[config.mk]
export PLATFORM = sky130hd
export DESIGN_NAME = fft_bitrev_reorder
export DESIGN_NICKNAME = d
export VERILOG_FILES = /design/src/rtl/fft_bitrev_reorder.sv
export SDC_FILE = /design/constraint.sdc
export NUM_CORES = 1
export LEC_CHECK = 0
export ABC_AREA = 1
export CAP_MARGIN = 20
export CORE_ASPECT_RATIO = 0.9
export CORE_MARGIN = 2
export CORE_UTILIZATION = 40
export DETAILED_ROUTE_END_ITERATION = 12
export GPL_TIMING_DRIVEN = 0
export SLEW_MARGIN = 30
export SYNTH_ARGS = -nofsm -noshare
export SYNTH_HDL_FRONTEND = slang
export SYNTH_SLANG_ARGS = --single-unit
[constraint.sdc]
create_clock -name clk -period 3.7 [get_ports clk]
set_clock_uncertainty 0.05 [all_clocks]
set_input_delay 1.11 -clock clk [delete_from_list [all_inputs] [get_ports clk]]
set_output_delay 1.11 -clock clk [all_outputs]
set_load 0.03 [all_outputs]
[src/rtl/fft_bitrev_reorder.sv]
// Restores natural sample order for frames leaving the 16-point SDF FFT, using a ping-pong register file.
// Readout starts 1 edge after the edge that writes the last input sample; there is no backpressure, so each burst runs N cycles.
module fft_bitrev_reorder #(
    parameter int LOG2N = 4,
    parameter int WIDTH = 24
) (
    input  logic             clk,
    input  logic             reset,
    input  logic             in_valid,
    input  logic             in_sof,
    input  logic [WIDTH-1:0] in_data,
    output logic             out_valid,
    output logic             out_sof,
    output logic [LOG2N-1:0] out_index,
    output logic [WIDTH-1:0] out_data,
    output logic             frame_err
);
    localparam int N = 1 << LOG2N;

    logic [WIDTH-1:0] mem [0:2*N-1];

    logic [LOG2N-1:0] wr_cnt;
    logic [LOG2N-1:0] wr_idx;
    logic [LOG2N-1:0] wr_addr;
    logic             wr_bank;
    logic [LOG2N-1:0] rd_cnt;
    logic             rd_bank;
    logic             rd_active;
    logic             complete;

    // in_sof forces the sample to index 0 regardless of where the counter is.
    always_comb begin
        wr_idx  = in_sof ? '0 : wr_cnt;
        wr_addr = '0;
        for (int i = 0; i < LOG2N; i++) begin
            wr_addr[i] = wr_idx[LOG2N-1-i];
        end
        complete = in_valid && (&wr_idx);
    end

    // Storage has no reset: stale contents are always overwritten before they are read.
    always_ff @(posedge clk) begin
        if (in_valid) begin
            mem[{wr_bank, wr_addr}] <= in_data;
        end
    end

    always_ff @(posedge clk) begin
        if (reset) begin
            wr_cnt    <= '0;
            wr_bank   <= 1'b0;
            rd_cnt    <= '0;
            rd_bank   <= 1'b0;
            rd_active <= 1'b0;
            out_valid <= 1'b0;
            out_sof   <= 1'b0;
            out_index <= '0;
            out_data  <= '0;
            frame_err <= 1'b0;
        end else begin
            frame_err <= in_valid && in_sof && (wr_cnt != '0);
            if (in_valid) begin
                wr_cnt <= wr_idx + 1'b1;
            end

            if (rd_active) begin
                out_valid <= 1'b1;
                out_sof   <= (rd_cnt == '0);
                out_index <= rd_cnt;
                out_data  <= mem[{rd_bank, rd_cnt}];
                rd_cnt    <= rd_cnt + 1'b1;
                if (&rd_cnt) begin
                    rd_active <= 1'b0;
                end
            end else begin
                out_valid <= 1'b0;
                out_sof   <= 1'b0;
            end

            // A completion on the same edge as the last read restarts the reader without a bubble.
            if (complete) begin
                wr_bank   <= ~wr_bank;
                rd_bank   <= wr_bank;
                rd_cnt    <= '0;
                rd_active <= 1'b1;
            end
        end
    end
endmodule

# After elaboration in Yosys (flattened, before gate mapping)
# Memory sizes are Yosys's and may differ from the RTL's. A register that Yosys moved wholly into a read port is not among the register bits.
# Index checks and enable logic that the tools add are counted.
totals:
  in_bits: 28
  mem_count: 1
  ramBits: 768
  reg_bits: 18
op_classes:
  mux: 7
  add_sub_neg: 2
  bitwise_logic: 2
  reduce_logical: 9
memory_table:
  columns: ["memory", "words", "word_bits", "rd", "rd_ports_with_merged_regs", "wr", "line", "rtl"]
  rows:
  - ["mem", 32, 24, 1, 1, 1, "20", "logic [WIDTH-1:0] mem [0:2*N-1];"]
ops:
  columns: ["cell", "n"]
  rows:
  - ["$add 4x1->4 const B", 2]
  - ["$reduce_and 4->1", 2]
  - ["$mux 1", 6]
  - ["$logic_not 4->1", 1]
  - ["$mux 4", 1]
  - ["$reduce_bool 4->1", 1]
  - ["$reduce_or 2->1", 2]
  - ["$logic_and 1x1->1", 3]
  - ["$not 1->1", 2]

# Logic depth before layout (Yosys ltp)
depth:
  depth_word: 4
  ltp_mapped: 14

# Worst setup path after synthesis
# OpenSTA, ideal clock, no wires.
synth_timing:
  path_type: "input to register"
  start: "in in_valid"
  end: "mem mem[15][0], enable pin"
  setup_ns: 0.405
  slack_ns: 0.448
  t_arrival_ns: 2.797
  stages: 7
  required_time_ns: 3.245
  path_cell_list: "clkbuf_1 nand2_1 inv_1 nand2_1 nor2_1 inv_1 nor2_1"
synth_between:
  elab_chain_cells: 2
synth_rtl:
  columns: ["item", "line", "rtl"]
  rows:
  - ["from (decl)", "9", "input logic in_valid,"]
  - ["$mux 1", "43", "if (in_valid) begin"]
  - ["$mux 1 (not written as such)", "44", "mem[{wr_bank, wr_addr}] <= in_data;"]
  - ["to (decl)", "20", null]
# Every way passes these cells.

# Worst setup path in the final report
layout_timing:
  start: "in in_sof"
  end: "mem mem[29][2], enable pin"
layout_between:
  elab_chain_cells: 1
layout_rtl:
  columns: ["item", "line", "rtl"]
  rows:
  - ["from (decl)", "10", "input logic in_sof,"]
  - ["$mux 4", "33", "wr_idx = in_sof ? '0 : wr_cnt;"]
# Every way passes these cells.

==> flow_metrics.tcl <==
set metrics [dict create \
    synth_xor_area_frac 0.0005176 \
    maxSlewHeadroom 0.3316 \
    ant_nets 0 \
    peakVddDrop_mv 0.3080 \
    yosysTopAreaCell "edfxtp_1" \
    drtIter0Drc 2913 \
    fillers 7565 \
    grt_max_degree 33 \
    synth_compound_area_frac 0.04141 \
    power_frac_comb 0.022 \
    synth_cell_types 28 \
    syn_area_sq_um 33840 \
    fp.dieH_um 279.9 \
    grt_pass1_vias 22190 \
    post-place-ws_ns -0.2868 \
    synth_simple_gate_area_frac 0.1797 \
    clock-sinks 810 \
    p_int_mw 14.82 \
    syn_nets 3200 \
    avgViaCountPerCell 5.183 \
    p_sw_mw 3.849 \
    final_nets 3385 \
    cts_resized 0 \
    rr_startpoint "rd_cnt[1]" \
    grt_pass1_wl_um 152100 \
    ys_seq_area_frac 0.7064 \
    overflow 0 \
    cts_setup_buffers 0 \
    cp-end-kind "flop" \
    synth_fa_ha_area_frac 0.0007395 \
    total_power_mw 18.67 \
    hp-start "wr_cnt[1]" \
    finalCriticalPeriod_ns 3.456 \
    dieArea_sq_um 86950 \
    pwr-share-seq 0.539 \
    cts_root_buf "clkbuf_16" \
    power.density_nw_per_um2 470.5 \
    slowest_stage "nor2_4" \
    crit_required_ns 3.98 \
    hold-path-cell-count 2 \
    gp_congestion 0.9310 \
    clk-insertion-delay-late_ns 0.63 \
    max_cap_viol_count 0 \
    synthTopCellsByArea "edfxtp_1, nand2_1, inv_1, nand3_1, nor2_1" \
    start_kind "input port" \
    wl_um 105900 \
    fin_crit_sh 0.9340 \
    syn_area_per_cell_sq_um 10.68 \
    port_buffers 57 \
    antenna_found_initial 1 \
    fin_ws_ns 0.2440 \
    cp_max_fo 13 \
    cts_buffers 83 \
    crit_type "input port to flop" \
    reg2reg_to "out_data[10]" \
    setup_viol 0 \
    worst_pin_slew_ns 1.003 \
    reg2reg_slack_ns 0.79 \
    hold_violations 0 \
    critPathArrivalTime_ns 3.74 \
    die_w_um 310.6 \
    wl_per_cell_um 23.26 \
    r2r_cells 11 \
    yosysWarnings 0 \
    clkSlewWorstSetupHoldPaths_ns 0.06 \
    path_cells "clkdlybuf4s50_1 > nor2_1 > nand3_1 > nor2_4 > buf_16" \
    rsz0062_at_grt "false" \
    clockPowerShare 0.438 \
    core_sq_um 84040 \
    status "finished, final reports clean" \
    cts_max_level 3 \
    vias 23610 \
    rows 101 \
    synth_top_family_by_area "simple AND/OR/NAND/NOR gates" \
    syn_inst 3170 \
    cts_tree "done" \
    max_stage_delay_ns 0.86 \
    hold_buffers 0 \
    grt_usage 0.2426 \
    netlist.area_leader.share 0.6815 \
    swShare 0.2062 \
    synthMuxAreaShare 0 \
    syn2layout_area_growth_pct 17.23 \
    ys_ff_latch 810 \
    clock.fmax_mhz 289.4 \
    io_pins 59 \
    start_util 0.4027 \
    hold_class "flop to flop" \
    power_leakage_nw 15.75 \
    drc_errors 0 \
    drv_slew 0 \
    first_pass_iters 6 \
    antennaDiodeCount 0 \
    utilization 0.4721 \
    layout-drive-gt1-share 0.09760 \
    whs_endpoint "wr_cnt[1]" \
    place.detailed.hpwl_um 72860 \
    clockBufferDepth 3 \
]
routing by layer:
layer | global-route usage | wire length (um) | up-vias
li1 | - | - | 10800
met1 | 0.3473 | 44870 | 11350
met2 | 0.3595 | 44930 | 1250
met3 | 0.04397 | 10910 | 210
met4 | 0.1115 | 5221 | 0
met5 | 0 | 0 | -
worst max path at each step:
stage                         from  depth (start not counted)          to  slack, ns
after floorplan           in_valid                          7  mem[15][0]       0.45
after global placement      in_sof                          4  mem[29][2]      -1.61
after detailed placement    in_sof                          5  mem[29][2]      -0.29
after CTS                   in_sof                          6  mem[28][0]       0.37
after global routing        in_sof                          6  mem[28][0]       0.25
final                       in_sof                          5  mem[29][2]       0.24
critical path, delay by kind of cell:
kind / cells / cell delay (ns)
buffers and inverters: 2 / 0.81
AND/OR/NAND/NOR: 3 / 1.77
power by group through the flow:
stage	Combinational (mW)	Sequential, mW	Clock (mW)
floorplan	0.0936	10.3	0
global placement	0.370	10.3	0
detailed placement	0.414	10.3	0
CTS	0.415	10.1	8.22
global route	0.439	10.1	8.54
finish	0.418	10.1	8.18
per-stage QoR:
stage / std cells / hold WS (ns) / area, sq um / setup TNS [ns]
after floorplan: 3170 / 0.3992 / 33840 / 0
after global placement: 4360 / 0.4164 / 35830 / -903.79
after detailed placement: 4403 / 0.4149 / 37040 / -38.70
after CTS: 4555 / 0.4330 / 39670 / 0
after global routing: 4555 / 0.4842 / 39670 / 0
final: 4555 / 0.4309 / 39670 / 0
synth_stat cells (all sizes together):
cell    instances
nand2         985
edfxtp        768
inv           387
nand3         273
nor2          266
a21oi         146
o21ai         125
buf           114
clkbuf         52
dfxtp          42
a211oi          2
ha              2
xor2            2
a21boi          1
a41oi           1
nand3b          1
nand4           1
o211ai          1
o22ai           1
cell type report:
class,count,area (sq um),area share
well taps,1133,1418,0.03573
inverters,387,1453,0.03662
plain buffers,166,960.9,0.02422
flip-flops and latches,810,23900,0.6025
multi-input cells,1807,7757,0.1955
clock inverters,28,157.7,0.003974
clock buffers,124,2469,0.06223
repair buffers,100,1554,0.03917
cells in the final DEF (no fill, tap or decap), types with 3 or more instances in the layout:
cell               n
inv_2              3
dfxtp_1           42
nor2_1           233
buf_6             25
buf_2             99
nor2_4            31
a21oi_1          146
o21ai_0          109
nand2_1          985
inv_1            384
clkdlybuf4s50_1   33
o21ai_1           16
buf_4              7
clkbuf_8          11
clkbuf_1          74
buf_1              5
clkinv_2          18
buf_12            10
edfxtp_1         768
nand3_1          273
clkbuf_16         89
buf_16            33
clkinv_1           8
logic make-up (layout without fill, tap and decap cells):
group / count (synthesis) / after routing
compound gates: 277 / 277
xor+xnor: 2 / 2
fa+ha+maj: 2 / 2
buf+inv: 553 / 805
flops: 810 / 810
simple gates: 1526 / 1526
sequential cells by signal, indices dropped and copies added (netlist names):
| signal | cells |
|---|---|
| mem | 768 |
| out_data | 24 |
| out_index | 4 |
| rd_cnt | 4 |
| wr_cnt | 4 |
| frame_err | 1 |
| out_sof | 1 |
| out_valid | 1 |
| rd_active | 1 |
| rd_bank | 1 |
| wr_bank | 1 |
(Power assumes the default switching activity.)
